--- src/rtl/rom_download_packer.sv ---
// rom_download_packer: turns the hps_io byte download stream into 16-bit
// little-endian SDRAM word writes, throttles the HPS through ioctl_wait,
// captures DIP-switch bytes and flags ROM-load completion.
module rom_download_packer #(
  parameter int unsigned FIFO_DEPTH = 4,
  parameter int unsigned ADDR_W     = 24,
  parameter logic [15:0] ROM_INDEX  = 16'd0,
  parameter logic [15:0] DIP_INDEX  = 16'd254
) (
  input  logic              i_EMU_MCLK,
  input  logic              i_EMU_INITRST,
  input  logic [15:0]       ioctl_index,
  input  logic              ioctl_download,
  input  logic [26:0]       ioctl_addr,
  input  logic [7:0]        ioctl_data,
  input  logic              ioctl_wr,
  output logic              ioctl_wait,
  output logic              o_WR_REQ,
  output logic [ADDR_W-1:0] o_WR_ADDR,
  output logic [15:0]       o_WR_DATA,
  output logic [1:0]        o_WR_BE,
  input  logic              i_WR_ACK,
  output logic [23:0]       o_DIPSW,
  output logic              o_ROM_READY,
  output logic              o_DL_DONE,
  output logic              o_OVERFLOW
);

  localparam int unsigned PTR_W = $clog2(FIFO_DEPTH);
  localparam int unsigned CNT_W = PTR_W + 1;
  localparam int unsigned ENT_W = ADDR_W + 18;
  localparam int unsigned HI_SH = ADDR_W + 1;

  localparam logic [2:0] S_IDLE  = 3'd0;
  localparam logic [2:0] S_LOAD  = 3'd1;
  localparam logic [2:0] S_FLUSH = 3'd2;
  localparam logic [2:0] S_DRAIN = 3'd3;
  localparam logic [2:0] S_DONE  = 3'd4;

  logic [2:0]        state_q, state_d;
  logic              armed_q, armed_d;
  logic              dl_q;
  logic              pend_valid_q, pend_valid_d;
  logic [ADDR_W-1:0] pend_wa_q, pend_wa_d;
  logic [7:0]        pend_byte_q, pend_byte_d;
  logic              hold_valid_q, hold_valid_d;
  logic [ADDR_W-1:0] hold_wa_q, hold_wa_d;
  logic [7:0]        hold_byte_q, hold_byte_d;
  logic [CNT_W-1:0]  count_q, count_d;
  logic [PTR_W-1:0]  wr_ptr_q, rd_ptr_q;
  logic [ENT_W-1:0]  mem_q [FIFO_DEPTH];
  logic              wait_q, wait_d;
  logic [23:0]       dip_q, dip_d;
  logic              rom_ready_q, rom_ready_d;
  logic              done_q, done_d;
  logic              ovf_q, ovf_d;

  logic              push_c;
  logic [ENT_W-1:0]  push_ent_c;
  logic              pop_c;
  logic              full_c;
  logic              dl_rise_c, dl_fall_c;
  logic              rom_wr_c, oob_c, odd_c;
  logic [ADDR_W-1:0] wa_c;

  // Next-state, queue push selection, DIP capture and throttle computation
  always_comb begin
    state_d      = state_q;
    armed_d      = armed_q | ~ioctl_download;
    pend_valid_d = pend_valid_q;
    pend_wa_d    = pend_wa_q;
    pend_byte_d  = pend_byte_q;
    hold_valid_d = hold_valid_q;
    hold_wa_d    = hold_wa_q;
    hold_byte_d  = hold_byte_q;
    dip_d        = dip_q;
    rom_ready_d  = rom_ready_q;
    done_d       = 1'b0;
    ovf_d        = ovf_q;
    push_c       = 1'b0;
    push_ent_c   = '0;

    dl_rise_c = ioctl_download & ~dl_q;
    dl_fall_c = ~ioctl_download & dl_q;
    rom_wr_c  = ioctl_wr && (ioctl_index == ROM_INDEX);
    oob_c     = (ioctl_addr >> HI_SH) != 27'd0;
    odd_c     = ioctl_addr[0];
    wa_c      = ioctl_addr[ADDR_W:1];
    full_c    = (count_q == CNT_W'(FIFO_DEPTH));
    pop_c     = i_WR_ACK && (count_q != '0);

    case (state_q)
      S_IDLE: begin
        if (dl_rise_c && armed_q && (ioctl_index == ROM_INDEX)) begin
          state_d     = S_LOAD;
          rom_ready_d = 1'b0;
          ovf_d       = 1'b0;
        end
      end
      S_LOAD: begin
        if (hold_valid_q) begin
          // Deferred odd byte goes out before anything new is accepted
          if (!full_c) begin
            push_c       = 1'b1;
            push_ent_c   = {hold_wa_q, hold_byte_q, 8'h00, 2'b10};
            hold_valid_d = 1'b0;
          end
        end else if (rom_wr_c) begin
          if (oob_c) begin
            ovf_d = 1'b1;
          end else if (!odd_c) begin
            if (pend_valid_q) begin
              push_c     = 1'b1;
              push_ent_c = {pend_wa_q, 8'h00, pend_byte_q, 2'b01};
            end
            pend_valid_d = 1'b1;
            pend_wa_d    = wa_c;
            pend_byte_d  = ioctl_data;
          end else if (pend_valid_q && (pend_wa_q == wa_c)) begin
            push_c       = 1'b1;
            push_ent_c   = {wa_c, ioctl_data, pend_byte_q, 2'b11};
            pend_valid_d = 1'b0;
          end else if (pend_valid_q) begin
            push_c       = 1'b1;
            push_ent_c   = {pend_wa_q, 8'h00, pend_byte_q, 2'b01};
            pend_valid_d = 1'b0;
            hold_valid_d = 1'b1;
            hold_wa_d    = wa_c;
            hold_byte_d  = ioctl_data;
          end else begin
            push_c     = 1'b1;
            push_ent_c = {wa_c, ioctl_data, 8'h00, 2'b10};
          end
        end
        if (dl_fall_c) begin
          state_d = S_FLUSH;
        end
      end
      S_FLUSH: begin
        if (!full_c) begin
          if (hold_valid_q) begin
            push_c       = 1'b1;
            push_ent_c   = {hold_wa_q, hold_byte_q, 8'h00, 2'b10};
            hold_valid_d = 1'b0;
            if (!pend_valid_q) begin
              state_d = S_DRAIN;
            end
          end else if (pend_valid_q) begin
            push_c       = 1'b1;
            push_ent_c   = {pend_wa_q, 8'h00, pend_byte_q, 2'b01};
            pend_valid_d = 1'b0;
            state_d      = S_DRAIN;
          end else begin
            state_d = S_DRAIN;
          end
        end
      end
      S_DRAIN: begin
        if ((count_q == '0) && !hold_valid_q) begin
          state_d = S_DONE;
        end
      end
      S_DONE: begin
        done_d      = 1'b1;
        rom_ready_d = 1'b1;
        state_d     = S_IDLE;
      end
      default: begin
        state_d = S_IDLE;
      end
    endcase

    if (ioctl_wr && (ioctl_index == DIP_INDEX) && (ioctl_addr < 27'd3)) begin
      case (ioctl_addr[1:0])
        2'd0:    dip_d[7:0]   = ioctl_data;
        2'd1:    dip_d[15:8]  = ioctl_data;
        default: dip_d[23:16] = ioctl_data;
      endcase
    end

    count_d = count_q + CNT_W'(push_c) - CNT_W'(pop_c);
    // Throttle from next-cycle state so room for two pushes always remains
    wait_d  = (count_d >= CNT_W'(FIFO_DEPTH - 2)) | hold_valid_d | (state_d == S_FLUSH);
  end

  // Control, packing and output registers
  always_ff @(posedge i_EMU_MCLK) begin
    if (i_EMU_INITRST) begin
      state_q      <= S_IDLE;
      armed_q      <= 1'b0;
      dl_q         <= 1'b0;
      pend_valid_q <= 1'b0;
      pend_wa_q    <= '0;
      pend_byte_q  <= '0;
      hold_valid_q <= 1'b0;
      hold_wa_q    <= '0;
      hold_byte_q  <= '0;
      count_q      <= '0;
      wr_ptr_q     <= '0;
      rd_ptr_q     <= '0;
      wait_q       <= 1'b0;
      dip_q        <= '0;
      rom_ready_q  <= 1'b0;
      done_q       <= 1'b0;
      ovf_q        <= 1'b0;
    end else begin
      state_q      <= state_d;
      armed_q      <= armed_d;
      dl_q         <= ioctl_download;
      pend_valid_q <= pend_valid_d;
      pend_wa_q    <= pend_wa_d;
      pend_byte_q  <= pend_byte_d;
      hold_valid_q <= hold_valid_d;
      hold_wa_q    <= hold_wa_d;
      hold_byte_q  <= hold_byte_d;
      count_q      <= count_d;
      wait_q       <= wait_d;
      dip_q        <= dip_d;
      rom_ready_q  <= rom_ready_d;
      done_q       <= done_d;
      ovf_q        <= ovf_d;
      if (push_c) begin
        wr_ptr_q <= wr_ptr_q + PTR_W'(1);
      end
      if (pop_c) begin
        rd_ptr_q <= rd_ptr_q + PTR_W'(1);
      end
    end
  end

  // Word-write queue storage
  always_ff @(posedge i_EMU_MCLK) begin
    if (i_EMU_INITRST) begin
      for (int i = 0; i < int'(FIFO_DEPTH); i++) begin
        mem_q[i] <= '0;
      end
    end else if (push_c) begin
      mem_q[wr_ptr_q] <= push_ent_c;
    end
  end

  assign o_WR_REQ                         = (count_q != '0);
  assign {o_WR_ADDR, o_WR_DATA, o_WR_BE}  = mem_q[rd_ptr_q];
  assign ioctl_wait                       = wait_q;
  assign o_DIPSW                          = dip_q;
  assign o_ROM_READY                      = rom_ready_q;
  assign o_DL_DONE                        = done_q;
  assign o_OVERFLOW                       = ovf_q;

endmodule

--- config.mk ---
export PLATFORM = sky130hd
export DESIGN_NAME = rom_download_packer
export DESIGN_NICKNAME = d
export VERILOG_FILES = /design/src/rtl/rom_download_packer.sv
export SDC_FILE = /design/constraint.sdc
export NUM_CORES = 1
export LEC_CHECK = 0
export CAP_MARGIN = 40
export CORE_ASPECT_RATIO = 0.8
export CORE_MARGIN = 2
export CORE_UTILIZATION = 55
export DETAILED_ROUTE_END_ITERATION = 12
export HOLD_SLACK_MARGIN = 0.12
export PLACE_DENSITY_LB_ADDON = 0.2
export SYNTH_ARGS = -nofsm -noshare
export SYNTH_HDL_FRONTEND = slang
export SYNTH_SLANG_ARGS = --single-unit
--- constraint.sdc ---
create_clock -name i_EMU_MCLK -period 4.5 [get_ports i_EMU_MCLK]
set_input_delay 0.9 -clock i_EMU_MCLK [delete_from_list [all_inputs] [get_ports i_EMU_MCLK]]
set_output_delay 0.9 -clock i_EMU_MCLK [all_outputs]
set_load 0.05 [all_outputs]
==> impl_metrics.xml <==
<?xml version="1.0" encoding="UTF-8"?>
<metrics>
  <group name="synthesis">
    <metric name="synth_cell_type_count" unit="">67</metric>
    <metric name="syn_avg_cell_area" unit="µm²">11.6</metric>
    <metric name="synth_cells" unit="">1107</metric>
    <metric name="ranking_of_synthesized_cells_by_area" unit="">sky130_fd_sc_hd__edfxtp_1, sky130_fd_sc_hd__dfxtp_1, sky130_fd_sc_hd__mux4_2</metric>
    <metric name="yosys_most_used_dff" unit="">sky130_fd_sc_hd__edfxtp_1</metric>
    <metric name="netlist.area_leader.share" unit="%">39.2</metric>
    <metric name="syn_area" unit="µm²">12900</metric>
    <metric name="count_leader_synth" unit="">sky130_fd_sc_hd__nor2_1</metric>
    <metric name="postSynthRegisterBits" unit="">276</metric>
    <metric name="post_synth_most_frequent_cells" unit="">sky130_fd_sc_hd__nor2_1, sky130_fd_sc_hd__edfxtp_1, sky130_fd_sc_hd__dfxtp_1</metric>
    <metric name="asyncSetResetFlopFracSynth" unit="%">0</metric>
    <metric name="post-synth-top-area-cell" unit="">sky130_fd_sc_hd__edfxtp_1</metric>
    <metric name="number_of_synthesized_flops_with_an_enable_pin" unit="">168</metric>
    <metric name="ys.warnings.count" unit="">0</metric>
    <metric name="synth_seq_area_share" unit="%">56.0</metric>
    <metric name="synth.net_count" unit="">1166</metric>
  </group>
  <group name="global_routing">
    <metric name="grt_pass1_wl" unit="mm">48.9</metric>
    <metric name="grt_antenna_before_repair" unit="">0</metric>
    <metric name="grt_overflow_total" unit="">0</metric>
    <metric name="groute.usage.overall" unit="%">25.3</metric>
    <metric name="grt_pass1_vias" unit="">8752</metric>
    <metric name="grt_max_degree" unit="">71</metric>
  </group>
  <group name="timing">
    <metric name="hold_violations" unit="">0</metric>
    <metric name="worst_slew_margin_rel" unit="%">42.2</metric>
    <metric name="achievable-frequency" unit="MHz">275</metric>
    <metric name="drv_slew" unit="">0</metric>
    <metric name="rsz_0062_raised_after_global_routing" unit="">no</metric>
    <metric name="final_period_demand_of_the_worst_path" unit="ns">3.64</metric>
    <metric name="setup-violations-final" unit="">0</metric>
    <metric name="fin_setup_tns" unit="ns">0</metric>
    <metric name="measured_slew_at_the_worst_slew_check_pin" unit="ns">0.863</metric>
    <metric name="finalClockSkew" unit="ns">0.0195</metric>
    <metric name="post-route-period-util" unit="%">80.8</metric>
  </group>
  <group name="worst_setup_path">
    <metric name="reg2reg_to" unit="">ioctl_wait$_SDFF_PP0_</metric>
    <metric name="crit_path_start" unit="">ioctl_index[7]</metric>
    <metric name="critical_path.max_stage_delay" unit="ns">0.55</metric>
    <metric name="worst_reg2reg_path_length_in_cells" unit="">12</metric>
    <metric name="cpMaxStageDelayCell" unit="">sky130_fd_sc_hd__or3b_2</metric>
    <metric name="worstSetupPathDepth" unit="">13</metric>
    <metric name="timing.reg2reg.setup_slack" unit="ns">1.10</metric>
    <metric name="crit_fanout" unit="">3</metric>
    <metric name="cp_num_buf_inv" unit="">3</metric>
    <metric name="critPathCaptureType" unit="">register</metric>
    <metric name="worstSetupPathType" unit="">in2reg</metric>
    <metric name="crit_required" unit="ns">4.88</metric>
    <metric name="worstSetupStartpointType" unit="">primary input</metric>
    <metric name="worst_r2r_startpoint" unit="">state_q[0]$_SDFF_PP0_</metric>
    <metric name="critPathCapture" unit="">ioctl_wait$_SDFF_PP0_</metric>
    <metric name="critPathTopFamily" unit="">simple AND/OR/NAND/NOR gates</metric>
    <metric name="arrival" unit="ns">4.01</metric>
    <metric name="crit_chain" unit="">clkdlybuf4s50_1 -&gt; nor4_1 -&gt; and4_1 -&gt; a221oi_2 -&gt; or3b_2 -&gt; ha_1 -&gt; inv_1 -&gt; ha_1 -&gt; inv_1 -&gt; fa_1 -&gt; xor2_1 -&gt; xnor2_1 -&gt; a41oi_1</metric>
  </group>
  <group name="floorplan">
    <metric name="die_width" unit="µm">175</metric>
    <metric name="rows" unit="">50</metric>
    <metric name="floorplan.die_area" unit="µm²">24600</metric>
    <metric name="io_pins" unit="">127</metric>
    <metric name="core-area" unit="µm²">23200</metric>
    <metric name="start_util" unit="%">55.5</metric>
    <metric name="floorplan.die.height" unit="µm">141</metric>
  </group>
  <group name="outcome">
    <metric name="run_status" unit="">finished, final reports clean</metric>
  </group>
  <group name="place">
    <metric name="buffer_ports.inserted" unit="">126</metric>
    <metric name="cell_count_after_placement" unit="">1496</metric>
    <metric name="gp_congestion" unit="">0.821</metric>
    <metric name="hpwl" unit="mm">20.4</metric>
  </group>
  <group name="clocking">
    <metric name="cts_resized" unit="">0</metric>
    <metric name="cts.sink_count" unit="">276</metric>
    <metric name="cts-root-buf" unit="">sky130_fd_sc_hd__clkbuf_16</metric>
    <metric name="h-tree-depth" unit="">1</metric>
    <metric name="numCtsBuffers" unit="">28</metric>
    <metric name="cts_max_path_buffers" unit="">3</metric>
    <metric name="clock_insertion_delay_worst_skew" unit="ns">0.55</metric>
    <metric name="postCtsSetupBuffers" unit="">0</metric>
    <metric name="cts.hold.buffers_added" unit="">0</metric>
    <metric name="cts.reportedPaths.clkPinSlew" unit="ns">0.06</metric>
    <metric name="tritoncts" unit="">yes</metric>
  </group>
  <group name="routing">
    <metric name="drt_iter0_markers" unit="">884</metric>
    <metric name="vias_per_cell" unit="">5.89</metric>
    <metric name="drt.antenna.violating_nets" unit="">0</metric>
    <metric name="drc" unit="">0</metric>
    <metric name="drt-pass1-iter-count" unit="">5</metric>
    <metric name="wire_per_inst" unit="µm">20.1</metric>
    <metric name="drt-total-wl" unit="mm">31.2</metric>
    <metric name="via_count" unit="">9119</metric>
  </group>
  <group name="finish">
    <metric name="synthToLayoutAreaGrowth" unit="%">20.2</metric>
    <metric name="layout.cells.non_filler" unit="">1549</metric>
    <metric name="layout-drive-gt1-share" unit="%">13.3</metric>
    <metric name="nNetsFinal" unit="">1273</metric>
  </group>
  <group name="power">
    <metric name="power_per_cell_area" unit="nW/µm²">405</metric>
    <metric name="p_leak" unit="nW">5.47</metric>
    <metric name="ir_worst_vdd" unit="mV">0.310</metric>
  </group>
  <group name="flow_run">
    <metric name="max_capacitance_violation_count" unit="">0</metric>
  </group>
  <group name="hold_path">
    <metric name="hold_path_class" unit="">reg2reg</metric>
  </group>
</metrics>
-- routing by layer --
layer  up-vias  part of all wire [%]  GRT usage, %
met5         -                     0             0
met4         0                   1.6          5.26
met3        38                   8.4          4.91
met2       362                    44          37.2
met1      4422                    46          39.3
li1       4297                     -             -
-- through the flow --
stage                     worst slack [ns]  hold WS, ns  util (%)  power (mW)  instance area, µm²
after global placement               0.370        0.441      62.4        3.86               14500
after global routing                 0.592        0.489      66.6        6.44               15500
after CTS                            0.835        0.463      66.6        6.29               15500
final                                0.865        0.467      66.7        6.26               15500
after detailed placement             0.293        0.454      62.4        3.87               14500
after floorplan                      0.800        0.432         -        3.52               12900
-- cells by family (layout without fill, tap and decap cells) --
| logic type | Yosys count | after routing | share of synthesized area, % |
|---|---|---|---|
| and+or+nand+nor | 418 | 418 | 15.7 |
| DFF | 276 | 276 | 56.0 |
| AOI/OAI and AO/OA | 184 | 184 | 10.5 |
| muxes | 98 | 98 | 11.7 |
| buffers and inverters | 98 | 227 | 3.67 |
| xor gates and xnor gates | 30 | 30 | 2.04 |
| adders and majority gates | 3 | 3 | 0.350 |
| other | 0 | 1 | 0 |
-- worst min-delay path by stage --
stage          depth (start not counted)                        to                     start  slack [ns]
6_report                               2        armed_q$_SDFF_PP0_        armed_q$_SDFF_PP0_        0.47
3_5_place_dp                           2        armed_q$_SDFF_PP0_        armed_q$_SDFF_PP0_        0.45
2_1_floorplan                          2        armed_q$_SDFF_PP0_        armed_q$_SDFF_PP0_        0.43
4_1_cts                                2        armed_q$_SDFF_PP0_        armed_q$_SDFF_PP0_        0.46
3_3_place_gp                           1  o_ROM_READY$_SDFFE_PP0P_  o_ROM_READY$_SDFFE_PP0P_        0.44
5_1_grt                                2        armed_q$_SDFF_PP0_        armed_q$_SDFF_PP0_        0.49
-- tightest hold or removal path, stage by stage, from the launching register on --
cell and delay (ns):
sky130_fd_sc_hd__dfxtp_1 0.29, sky130_fd_sc_hd__inv_1 0.07, sky130_fd_sc_hd__a21oi_1 0.06
-- placed cells by master (no fill, tap or decap), drive strengths merged, types with 23 or more instances in the layout --
master,netlist,routed
a211oi,25,25
a21oi,37,37
a22o,23,23
a41oi,23,23
and2,51,51
buf,45,39
clkbuf,42,36
clkdlybuf4s50,0,125
dfxtp,108,108
edfxtp,168,168
mux2i,56,56
mux4,42,42
nand2,80,80
nor2,182,182
nor3,26,26
o21ai,28,28
-- final cells by class --
cell class	instances	area [µm²]
inverter	11	41.3
fill	1736	7740
antenna	1	2.50
timing repair buffer	164	1620
tap	312	390
multi-input combinational	733	5230
sequential	276	7210
clock inverter	16	219
clock buffer	36	761
-- flip-flops by register name (all words and copies together) (netlist names), 2 cells and up, named ones only --
signal and flops:
count_q 3, state_q 3, mem_q 168, wr_ptr_q 2, pend_byte_q 8, o_DIPSW 24
pend_wa_q 24, hold_wa_q 24, hold_byte_q 8, rd_ptr_q 2
-- power breakdown --
group,total (mW),leakage (nW),switching (mW),internal (mW)
clock network,2.45,0.469,0.968,1.48
registers,2.79,2.54,0.0410,2.75
logic,1.02,2.47,0.593,0.424
total,6.26,5.47,1.60,4.66
Power figures use the tool's default switching activity.
